==> src/rtl/cam_refill_ctrl.sv <==
// cam_refill_ctrl
// Control block for a small CAM built from external entry cells. It
// broadcasts the lookup key to every cell, qualifies the cells' raw hit
// lines with an internal entry-valid vector, and registers a one-cycle
// lookup response. It also serialises refills (install or invalidate) into
// a one-hot update pulse toward the cells, followed by a settle cycle that
// covers the cells' two-cycle write latency.
//
// Handshake: a request is accepted in any cycle in which its valid input and
// the matching ready output are both high. Ready is high only in IDLE. Valid
// may be raised in any cycle; the request is held by the requester until it
// is accepted.
//
// Ports
//   clk, rst                 clock, asynchronous active-high reset
//   lookup_valid_i/_ready_o  lookup handshake
//   lookup_key_i             lookup key (also driven onto cmp_key_o)
//   resp_valid_o             one-cycle pulse following an accepted lookup
//   resp_hit_o/_multi_o/_idx_o  lookup result
//   refill_valid_i/_ready_o  refill handshake
//   refill_key_i             key to install
//   refill_inv_i             request is an invalidate of refill_idx_i
//   refill_idx_i             target entry of an invalidate
//   cmp_key_o                compare key to all entry cells
//   ent_hit_i                raw per-cell hit lines (same cycle as cmp_key_o)
//   ent_update_o             one-hot update strobe to the entry cells
//   ent_set_key_o/_valid_o   update payload to the entry cells
//   state_o                  current FSM state (debug observation)
module cam_refill_ctrl #(
  parameter int ENTRIES = 8,
  parameter int KEY_W   = 20,
  localparam int IDX_W  = $clog2(ENTRIES)
) (
  input  logic               clk,
  input  logic               rst,
  input  logic               lookup_valid_i,
  input  logic [KEY_W-1:0]   lookup_key_i,
  output logic               lookup_ready_o,
  output logic               resp_valid_o,
  output logic               resp_hit_o,
  output logic               resp_multi_o,
  output logic [IDX_W-1:0]   resp_idx_o,
  input  logic               refill_valid_i,
  output logic               refill_ready_o,
  input  logic [KEY_W-1:0]   refill_key_i,
  input  logic               refill_inv_i,
  input  logic [IDX_W-1:0]   refill_idx_i,
  output logic [KEY_W-1:0]   cmp_key_o,
  input  logic [ENTRIES-1:0] ent_hit_i,
  output logic [ENTRIES-1:0] ent_update_o,
  output logic [KEY_W-1:0]   ent_set_key_o,
  output logic               ent_set_valid_o,
  output logic [1:0]         state_o
);

  typedef enum logic [1:0] {
    S_IDLE   = 2'd0,
    S_UPD    = 2'd1,
    S_SETTLE = 2'd2
  } state_e;

  state_e             state_q;
  logic [ENTRIES-1:0] valid_q;
  logic [IDX_W-1:0]   rr_q;
  logic [IDX_W-1:0]   upd_idx_q;
  logic [KEY_W-1:0]   upd_key_q;
  logic               upd_valid_q;
  logic               upd_use_rr_q;
  logic [ENTRIES-1:0] ent_update_q;
  logic               resp_valid_q;
  logic               resp_hit_q;
  logic               resp_multi_q;
  logic [IDX_W-1:0]   resp_idx_q;

  logic               idle;
  logic               lk_acc;
  logic               rf_acc;
  logic [ENTRIES-1:0] qhit;
  logic [IDX_W-1:0]   hit_idx;
  logic               hit_multi;
  logic               free_any;
  logic [IDX_W-1:0]   free_idx;
  logic [IDX_W-1:0]   victim;
  logic               use_rr;

  always_comb begin
    idle    = (state_q == S_IDLE);
    lk_acc  = lookup_valid_i && idle;
    rf_acc  = refill_valid_i && idle;
    // Raw cell hits only count for entries this block believes are valid.
    qhit    = ent_hit_i & valid_q;
    // Clearing the lowest set bit leaves something only if >= 2 bits set.
    hit_multi = |(qhit & (qhit - ENTRIES'(1)));
    free_any  = ~&valid_q;
    // Downward scans so the lowest set index wins.
    hit_idx  = '0;
    free_idx = '0;
    for (int i = ENTRIES - 1; i >= 0; i--) begin
      if (qhit[i])     hit_idx  = IDX_W'(i);
      if (!valid_q[i]) free_idx = IDX_W'(i);
    end
    use_rr = !refill_inv_i && !free_any;
    if (refill_inv_i)  victim = refill_idx_i;
    else if (free_any) victim = free_idx;
    else               victim = rr_q;
  end

  always_ff @(posedge clk or posedge rst) begin
    if (rst) begin
      state_q      <= S_IDLE;
      valid_q      <= '0;
      rr_q         <= '0;
      upd_idx_q    <= '0;
      upd_key_q    <= '0;
      upd_valid_q  <= 1'b0;
      upd_use_rr_q <= 1'b0;
      ent_update_q <= '0;
      resp_valid_q <= 1'b0;
      resp_hit_q   <= 1'b0;
      resp_multi_q <= 1'b0;
      resp_idx_q   <= '0;
    end else begin
      // A lookup accepted alongside a refill sees pre-refill contents,
      // since valid_q only changes in UPD.
      resp_valid_q <= lk_acc;
      resp_hit_q   <= lk_acc && (|qhit);
      resp_multi_q <= lk_acc && hit_multi;
      resp_idx_q   <= lk_acc ? hit_idx : '0;
      ent_update_q <= '0;
      case (state_q)
        S_IDLE: begin
          if (rf_acc) begin
            state_q      <= S_UPD;
            upd_idx_q    <= victim;
            upd_key_q    <= refill_key_i;
            upd_valid_q  <= !refill_inv_i;
            upd_use_rr_q <= use_rr;
            // Registered so the strobe is high exactly during UPD.
            ent_update_q <= ENTRIES'(1) << victim;
          end
        end
        S_UPD: begin
          valid_q[upd_idx_q] <= upd_valid_q;
          // ENTRIES is a power of two, so the add wraps naturally.
          if (upd_use_rr_q) rr_q <= rr_q + IDX_W'(1);
          state_q <= S_SETTLE;
        end
        S_SETTLE: state_q <= S_IDLE;
        default:  state_q <= S_IDLE;
      endcase
    end
  end

  assign cmp_key_o       = lookup_key_i;
  assign lookup_ready_o  = idle;
  assign refill_ready_o  = idle;
  assign resp_valid_o    = resp_valid_q;
  assign resp_hit_o      = resp_hit_q;
  assign resp_multi_o    = resp_multi_q;
  assign resp_idx_o      = resp_idx_q;
  assign ent_update_o    = ent_update_q;
  assign ent_set_key_o   = upd_key_q;
  assign ent_set_valid_o = upd_valid_q;
  assign state_o         = state_q;

endmodule

==> config.mk <==
export PLATFORM = sky130hd
export DESIGN_NAME = cam_refill_ctrl
export DESIGN_NICKNAME = d
export VERILOG_FILES = /design/src/rtl/cam_refill_ctrl.sv
export SDC_FILE = /design/constraint.sdc
export NUM_CORES = 1
export LEC_CHECK = 0
export CAP_MARGIN = 10
export CORE_ASPECT_RATIO = 0.7
export CORE_MARGIN = 4
export CORE_UTILIZATION = 37
export CTS_CLUSTER_DIAMETER = 60
export DETAILED_ROUTE_END_ITERATION = 16
export PLACE_DENSITY = 0.77
export SYNTH_ARGS = -nofsm -noshare
export SYNTH_HDL_FRONTEND = slang
export SYNTH_SLANG_ARGS = --single-unit
==> constraint.sdc <==
create_clock -name clk -period 2.1 [get_ports clk]
set_clock_uncertainty 0.15 [all_clocks]
set_input_delay 0.63 -clock clk [delete_from_list [all_inputs] [get_ports clk]]
set_output_delay 0.63 -clock clk [all_outputs]
set_load 0.05 [all_outputs]
# [Word-level counts from Yosys, hierarchy flattened]
# Cells that the tools add are included.
[classes] n_addsub=2 magnitude_cmp=2 n_eq_ne=2 n_shift=1 mux=26 bitwise=2 reduce_logical=13
[op_table] operator="$mux 3" count=19
[op_table] operator="$and 8x8->8" count=2
[op_table] operator="$mux 8" count=2
[op_table] operator="$reduce_or 8->1" count=2
[op_table] operator="$bwmux 8" count=1
[op_table] operator="$reduce_and 8->1" count=1
[op_table] operator="$shl 1x3->8 const A" count=1
[op_table] operator="$sub 8x1->8 const B" count=1
[op_table] operator="$logic_and 1x1->1" count=6
[op_table] operator="$lt 3x4->1 const B" count=1
[op_table] operator="$pmux 2 s2" count=1
[op_table] operator="$reduce_and 2->1" count=2
[op_table] operator="$add 3x1->3 const B" count=1
[op_table] operator="$demux 1 s3" count=1
[op_table] operator="$ge 3x1->1 const B" count=1
[op_table] operator="$eq 2x1->1 const B" count=1
[op_table] operator="$logic_not 2->1" count=1
[op_table] operator="$mux 2" count=1
[op_table] operator="$ne 2x1->1 const B" count=1
[op_table] operator="$logic_not 1->1" count=1
[op_table] operator="$mux 1" count=1
[totals] regBits=52 output_inout_bits=59 word_cells=60

# [Longest topological paths before layout]
# Gate-level depths: netlist (run 1).
[logic_depth] word_depth=13 depth_mapped=6 mapped_depth_nobuf=5

# [Least setup slack after synthesis (run 1)]
# Ideal clock, no wire load.
[synth_timing] path_kind="register to output" from="register state_q[1], in the netlist state_o[1]" to="output refill_ready_o" arrival_ns=1.721 required_ns=1.320 setup_slack_ns=-0.401 path_stages_with_launch=3 path_buffers=1 cell_sequence="dfrtp_1 > nor2_1 > buf_4"
[synth_between] elab_chain_len=1
[synth_rtl] item="start, declared" line="62" source="state_e state_q;"
[synth_rtl] item="start signal, assigned" line="110" source="state_q <= S_IDLE;"
[synth_rtl] item="start signal, assigned" line="133" source="state_q <= S_UPD;"
[synth_rtl] item="start signal, assigned" line="146" source="state_q <= S_SETTLE;"
[synth_rtl] item="$logic_not 2->1" line="87" source="idle = (state_q == S_IDLE);"
[synth_rtl] item="end, declared" line="44" source="output logic refill_ready_o,"
# Every way passes these cells.

# [Worst setup path in the final report (run 1)]
[layout_timing] from="input refill_inv_i" to="register ent_update_q[2], in the netlist ent_update_o[2]"
[layout_between] elab_chain_len=4
[layout_rtl] item="start, declared" line="46" source="input logic refill_inv_i,"
[layout_rtl] item="$mux 3" line="103" source="if (refill_inv_i) victim = refill_idx_i;"
[layout_rtl] item="$shl 1x3->8" line="139" source="ent_update_q <= ENTRIES'(1) << victim;"
[layout_rtl] item="$mux 8" line="132" source="if (rf_acc) begin"
[layout_rtl] item="$mux 8" line="130" source="case (state_q)"
[layout_rtl] item="end signal, assigned" line="139"
[layout_rtl] item="end, declared" line="69" source="logic [ENTRIES-1:0] ent_update_q;"
# Every way passes these cells.
# A chain may end at the register's enable or synchronous reset.

==> results of run 1 <==
per-layer routing:
metal / routed length [microns] / share of wire [%]
met5: 0 / 0
met4: 27 / 0.50
met3: 397 / 7.3
met2: 2400 / 44
met1: 2600 / 48
logic make-up (layout without fill, tap and decap cells):
logic type	after synthesis	count (layout)	synth area share, %
flip-flops	52	52	53.8
AND/OR/NAND/NOR	126	126	23.7
buffers and inverters	35	96	9.20
AO/OA/AOI/OAI	22	22	7.96
adder cells (fa/ha/maj)	2	2	0.931
multiplexers	8	8	3.72
XOR/XNOR	2	2	0.724
report_power, final:
group	switching, mW	internal (mW)
clock	0.317	0.268
combinational	0.917	0.579
sequential	0.254	1.22
total	1.49	2.07
stage by stage:
step | cells | power (mW) | worst slack [ns] | util, %
finish | 386 | 3.56 | 0.0754 | 51.2
global route | 386 | 3.76 | 0.00416 | 51.2
CTS | 386 | 3.59 | 0.0955 | 51.2
detailed placement | 378 | 3.00 | -0.220 | 49.7
global placement | 378 | 2.96 | -0.176 | 49.7
floorplan | 247 | 2.55 | 0.0621 | -
final cells by class:
cell class,count,area (sq um)
repair buffers,83,798
clock inverters,1,7.51
well taps,78,97.6
inverters,5,18.8
clock buffers,7,86.3
fillers,570,3060
multi-input cells,160,903
flip-flops and latches,52,1300
cell usage in the layout, fill, tap and decap left out, types with 3 or more instances in the layout:
| master | Yosys | routed |
|---|---|---|
| nand4_1 | 3 | 3 |
| clkdlybuf4s50_1 | 0 | 35 |
| a21oi_1 | 4 | 4 |
| nand3_1 | 9 | 9 |
| nand2_1 | 84 | 84 |
| a22oi_1 | 3 | 3 |
| dfrtp_1 | 52 | 52 |
| mux2_2 | 7 | 7 |
| inv_1 | 4 | 3 |
| nand2b_1 | 3 | 3 |
| o21ai_0 | 3 | 3 |
| nor3_1 | 4 | 4 |
| nor3b_1 | 3 | 3 |
| buf_12 | 0 | 7 |
| nor2_1 | 8 | 7 |
| clkbuf_8 | 0 | 6 |
| buf_4 | 22 | 41 |
sequential cells by signal, summed over array words and instances (netlist names):
register / flops
state_o: 2
ent_set_valid_o: 1
resp_multi_o: 1
ent_update_o: 8
upd_use_rr_q: 1
upd_idx_q: 3
rr_q: 3
ent_set_key_o: 20
resp_valid_o: 1
resp_hit_o: 1
resp_idx_o: 3
valid_q: 8
tightest hold or removal path, stage by stage, from the launching register on:
cell	delay, ns
dfrtp_1	0.35
nand2_1	0.05
nand2_1	0.05
worst paths after layout:
| check | end | start | cells past startpoint |
|---|---|---|---|
| worst max-delay path | ent_update_o[2] | refill_inv_i | 5 |
| worst min-delay path | ent_set_key_o[1] | ent_set_key_o[1] | 2 |
| worst max register to register | ent_update_o[2] | valid_q[2] | 5 |
| worst min register to register | ent_set_key_o[1] | ent_set_key_o[1] | 2 |
| max in group asynchronous | valid_q[0] | rst | 3 |
| min in group asynchronous | ent_set_key_o[4] | rst | 2 |
==> metrics.yaml, run 1 <==
drt-total-wl_microns: 5430
placementRows: 24
drtAntennaViolNets: 0
placed_area_sq_um: 3120
met3_usage_pct: 4.83
numCtsBuffers: 5
cts_tree: "built"
syn2layout_area_growth_pct: 32.8
grt_pass1_wl_microns: 8880
synth_edf_count: 0
grt_max_degree: 43
start_kind: "primary input"
synth_cell_types: 44
vias: 1877
hold_ws_ns: 0.331
drt_iter0_markers: 76
place_hpwl_microns: 4130
antenna_found_initial: 0
cts_sinks: 52
synth_seq_cells: 52
finalSetupTns_ns: 0
status: "finished, final reports clean"
grt_pass1_vias: 1843
powerDensity_nw_per_um2: 1110
synthCells: 247
io_buffers: 74
dr.pass1.iters: 6
slew_violations: 0
synth.yosys.warnings: 0
post_drt_wl_per_cell_microns: 14.1
pin_count: 115
cts_max_level: 2
crit_family: "compound AO/OA/AOI/OAI gates"
grt_util_met1_pct: 19.4
tightest_slew_ns: 0.524
p_leak_nw: 1.53
worstSetupPathType: "primary input to register"
grt.busiest_layer: "met2"
overflow: 0
synth_flop_cell: "dfrtp_1"
crit_chain: "clkdlybuf4s50_1, a311o_1, o31ai_4, nand2b_1, nor2_1"
cts_max_path_buffers: 2
async_reset_ff_share_pct: 100
fin_crit_sh_pct: 96.4
worstSetupEndpointType: "register"
hold_viol_final: 0
synth_commonest_cells: "84 x nand2_1, 52 x dfrtp_1, 22 x buf_4, 9 x nand3_1, 8 x nor2_1"
peakVddDrop_mv: 0.445
rsz0062_at_grt: "false"
yosysMostFrequentCell: "nand2_1"
diodes: 0
drc_errors: 0
cts_resized: 0
fmax_mhz: 494
yosysSeqAreaShare_pct: 53.8
cap_viol_max_count: 0
syn_nets: 304
hp-class: "register to register"
dieArea_sq_um: 7920
avgSynthCellArea_sq_um: 9.80
grt_use_met2_pct: 21.7
dieHeight_microns: 75.7
routed_via_density: 4.86
fin_nets: 364
insertion_delay_ns: 0.30
required_ns: 2.18
gp_congestion: 0.843
cts_setup_buffers: 0
holdBufCountCts: 0
die_x_microns: 105
root_buffer: "clkbuf_8"
post-synth-top-area-cell: "dfrtp_1"
synth_area_leaders: "dfrtp_1 54%, nand2_1 13%, buf_4 6.8%"
design.core.area_sq_um: 6280
track_usage_pct: 14.1
cp_data_arrival_time_ns: 2.11
ff2ff_setup_slack_ns: 0.24
critPathMaxStageDelay_ns: 0.47
drive_above_1_share_pct: 23.7
critPathSlowestCell: "clkdlybuf4s50_1"
synth.top_cell.area_share_pct: 53.8
critPathBufInv: 1
setup_violations: 0
path_clk_slew_ns: 0.09
finalCriticalPeriod_ns: 2.02
start_util_pct: 38.6
final_area_sq_um: 3210
crit_fanout: 8
max_slew_margin_pct: 64.7
syn_area_sq_um: 2420
Power figures use the tool's default switching activity.
==> run 2: changes to the inputs <==
--- a/config.mk
+++ b/config.mk
@@ -6,7 +6,6 @@
 export NUM_CORES = 1
 export LEC_CHECK = 0
 export CAP_MARGIN = 10
-export CORE_ASPECT_RATIO = 0.7
 export CORE_MARGIN = 4
 export CORE_UTILIZATION = 37
 export CTS_CLUSTER_DIAMETER = 60
==> metrics.yaml, run 2 (same netlist as run 1, synthesis figures left out) <==
grt_pass1_wl_microns: 9070  # +2.1%
place_ws_ns: -0.329  # -0.109 ns
hold_viol_final: 0  # unchanged
placementRows: 29  # +21%
p_sw_share_pct: 41.0  # -0.80 points
die_x_microns: 88.9  # -15%
r2r_cells: 5  # unchanged
grt_max_degree: 42  # -2.3%
cts_max_path_buffers: 2  # unchanged
dieHeight_microns: 88.9  # +17%
p_total_mw: 3.72  # +4.5%
drtAntennaViolNets: 0  # unchanged
required_ns: 1.32  # -0.86 ns
fmax_mhz: 519  # +5.1%
rsz0062_at_grt: "false"
cts_max_level: 2  # unchanged
path_clk_slew_ns: 0.10  # about the same
dr.pass1.iters: 4  # -2
crit_fanout: 4  # -4
place_hpwl_microns: 4500  # +9.0%
placed_area_sq_um: 3140  # +0.68%
mostFrequentLayoutCells: "84 x nand2_1, 52 x dfrtp_1, 44 x buf_4, 34 x clkdlybuf4s50_1, 9 x nand3_1"
diodes: 0  # unchanged
gp_congestion: 0.850  # +0.77%
final_cells: 389  # +0.78%
powerDensity_nw_per_um2: 1140  # +2.5%
cap_viol_max_count: 0  # unchanged
slew_violations: 0  # unchanged
worstSetupStartpoint: "state_o[1]"
syn2layout_area_growth_pct: 35.3
finalSetupTns_ns: 0  # unchanged
drive_above_1_share_pct: 24.7  # +0.98 points
post_drt_wl_per_cell_microns: 15.1  # +7.3%
finalCriticalPeriod_ns: 1.93  # -0.0987 ns
place_inst: 380  # +0.53%
clkPwrFrac_pct: 18.9  # +2.4 points
routed_via_density: 4.97  # +2.3%
peakVddDrop_mv: 0.573  # +29%
ff2ff_setup_slack_ns: 0.23  # about the same
setup_violations: 0  # unchanged
cp_data_arrival_time_ns: 1.15  # -0.96 ns
worstSetupPathType: "register to primary output"
comb_power_share_pct: 41.4  # -0.7 points
drt-total-wl_microns: 5870  # +8.2%
numCtsBuffers: 5  # unchanged
worstHoldStart: "rr_q[2]"
final_area_sq_um: 3270  # +1.9%
drt_iter0_markers: 106  # +39%
power.internal_mw: 2.19  # +5.9%
root_buffer: "clkbuf_8"
r2r-end: "ent_update_o[2]"
critPathCapture: "lookup_ready_o"
design.core.area_sq_um: 6350  # +1.2%
final_common_cell: "nand2_1"
fillerInstances: 576  # +1.1%
max_slew_margin_pct: 65.4  # +0.69 points
worstSetupEndpointType: "primary output"
fin_nets: 368  # +1.1%
p_seq_share_pct: 39.7  # -1.8 points
largest_register_ffs: 20  # unchanged
vias: 1935  # +3.1%
drc_errors: 0  # unchanged
p_switching_mw: 1.52  # +2.5%
antenna_found_initial: 0  # unchanged
track_usage_pct: 15.0  # +0.89 points
tightest_slew_ns: 0.514  # -0.0102 ns
hp-class: "register to register"
setup_ws_ns: 0.174  # +0.0987 ns
start_kind: "register"
grt_pass1_vias: 1936  # +5.0%
pin_count: 115  # unchanged
timing.rr.start: "valid_q[2]"
overflow: 0  # unchanged
cts_sinks: 52  # unchanged
dieArea_sq_um: 7900  # -0.26%
p_leak_nw: 1.58  # +2.9%
cts_tree: "built"
utilization_pct: 51.6  # +0.37 points
insertion_delay_ns: 0.31  # about the same
io_buffers: 74  # unchanged
status: "finished, final reports clean"
hold_ws_ns: 0.327  # -0.00422 ns
fin_crit_sh_pct: 91.7  # -4.7 points
start_util_pct: 38.1  # -0.45 points
==> run 2: worst min-delay path by stage <==
stage	slack (ns)	cells after the start	to
floorplan	0.30	1	rr_q[2]
global placement	0.31	2	ent_set_key_o[4]
CTS	0.33	1	rr_q[2]
finish	0.33	1	rr_q[2]
global route	0.34	1	rr_q[2]
detailed placement	0.31	2	ent_set_key_o[18]
==> run 2: metal layers <==
metal  track usage [%]  share of wire, %
met3              5.49               8.7
met1              17.2                40
met2              26.1                50
met5                 0                 0
met4              4.26               1.4
==> run 2: area by class of cell <==
class / count / area, sq um / area share, %
well taps: 77 / 96.3 / 2.94
flip-flops and latches: 52 / 1300 / 39.7
multi-input cells: 160 / 903 / 27.6
repair buffers: 87 / 843 / 25.8
clock inverters: 2 / 38.8 / 1.18
clock buffers: 6 / 72.6 / 2.22
inverters: 5 / 18.8 / 0.573
==> run 2: worst max-delay path: stages (launching register included) <==
cell and delay [ns]:
dfrtp_1 0.45, nor2_4 0.22, buf_12 0.16
==> run 2: repair_timing <==
item                       4_1_cts  5_1_grt
hold buffers                     0        0
resized for setup                0        1
pin swaps                        1        0
setup endpoints to repair        2        3
buffers inserted                 1        0
==> run 2: power by group through the flow <==
stage | Clock [mW] | Combinational (mW) | Sequential [mW]
5_1_grt | 0.749 | 1.64 | 1.51
6_report | 0.702 | 1.54 | 1.47
2_1_floorplan | 0 | 0.679 | 1.87
3_5_place_dp | 0 | 1.52 | 1.48
4_1_cts | 0.721 | 1.55 | 1.47
3_3_place_gp | 0 | 1.49 | 1.47
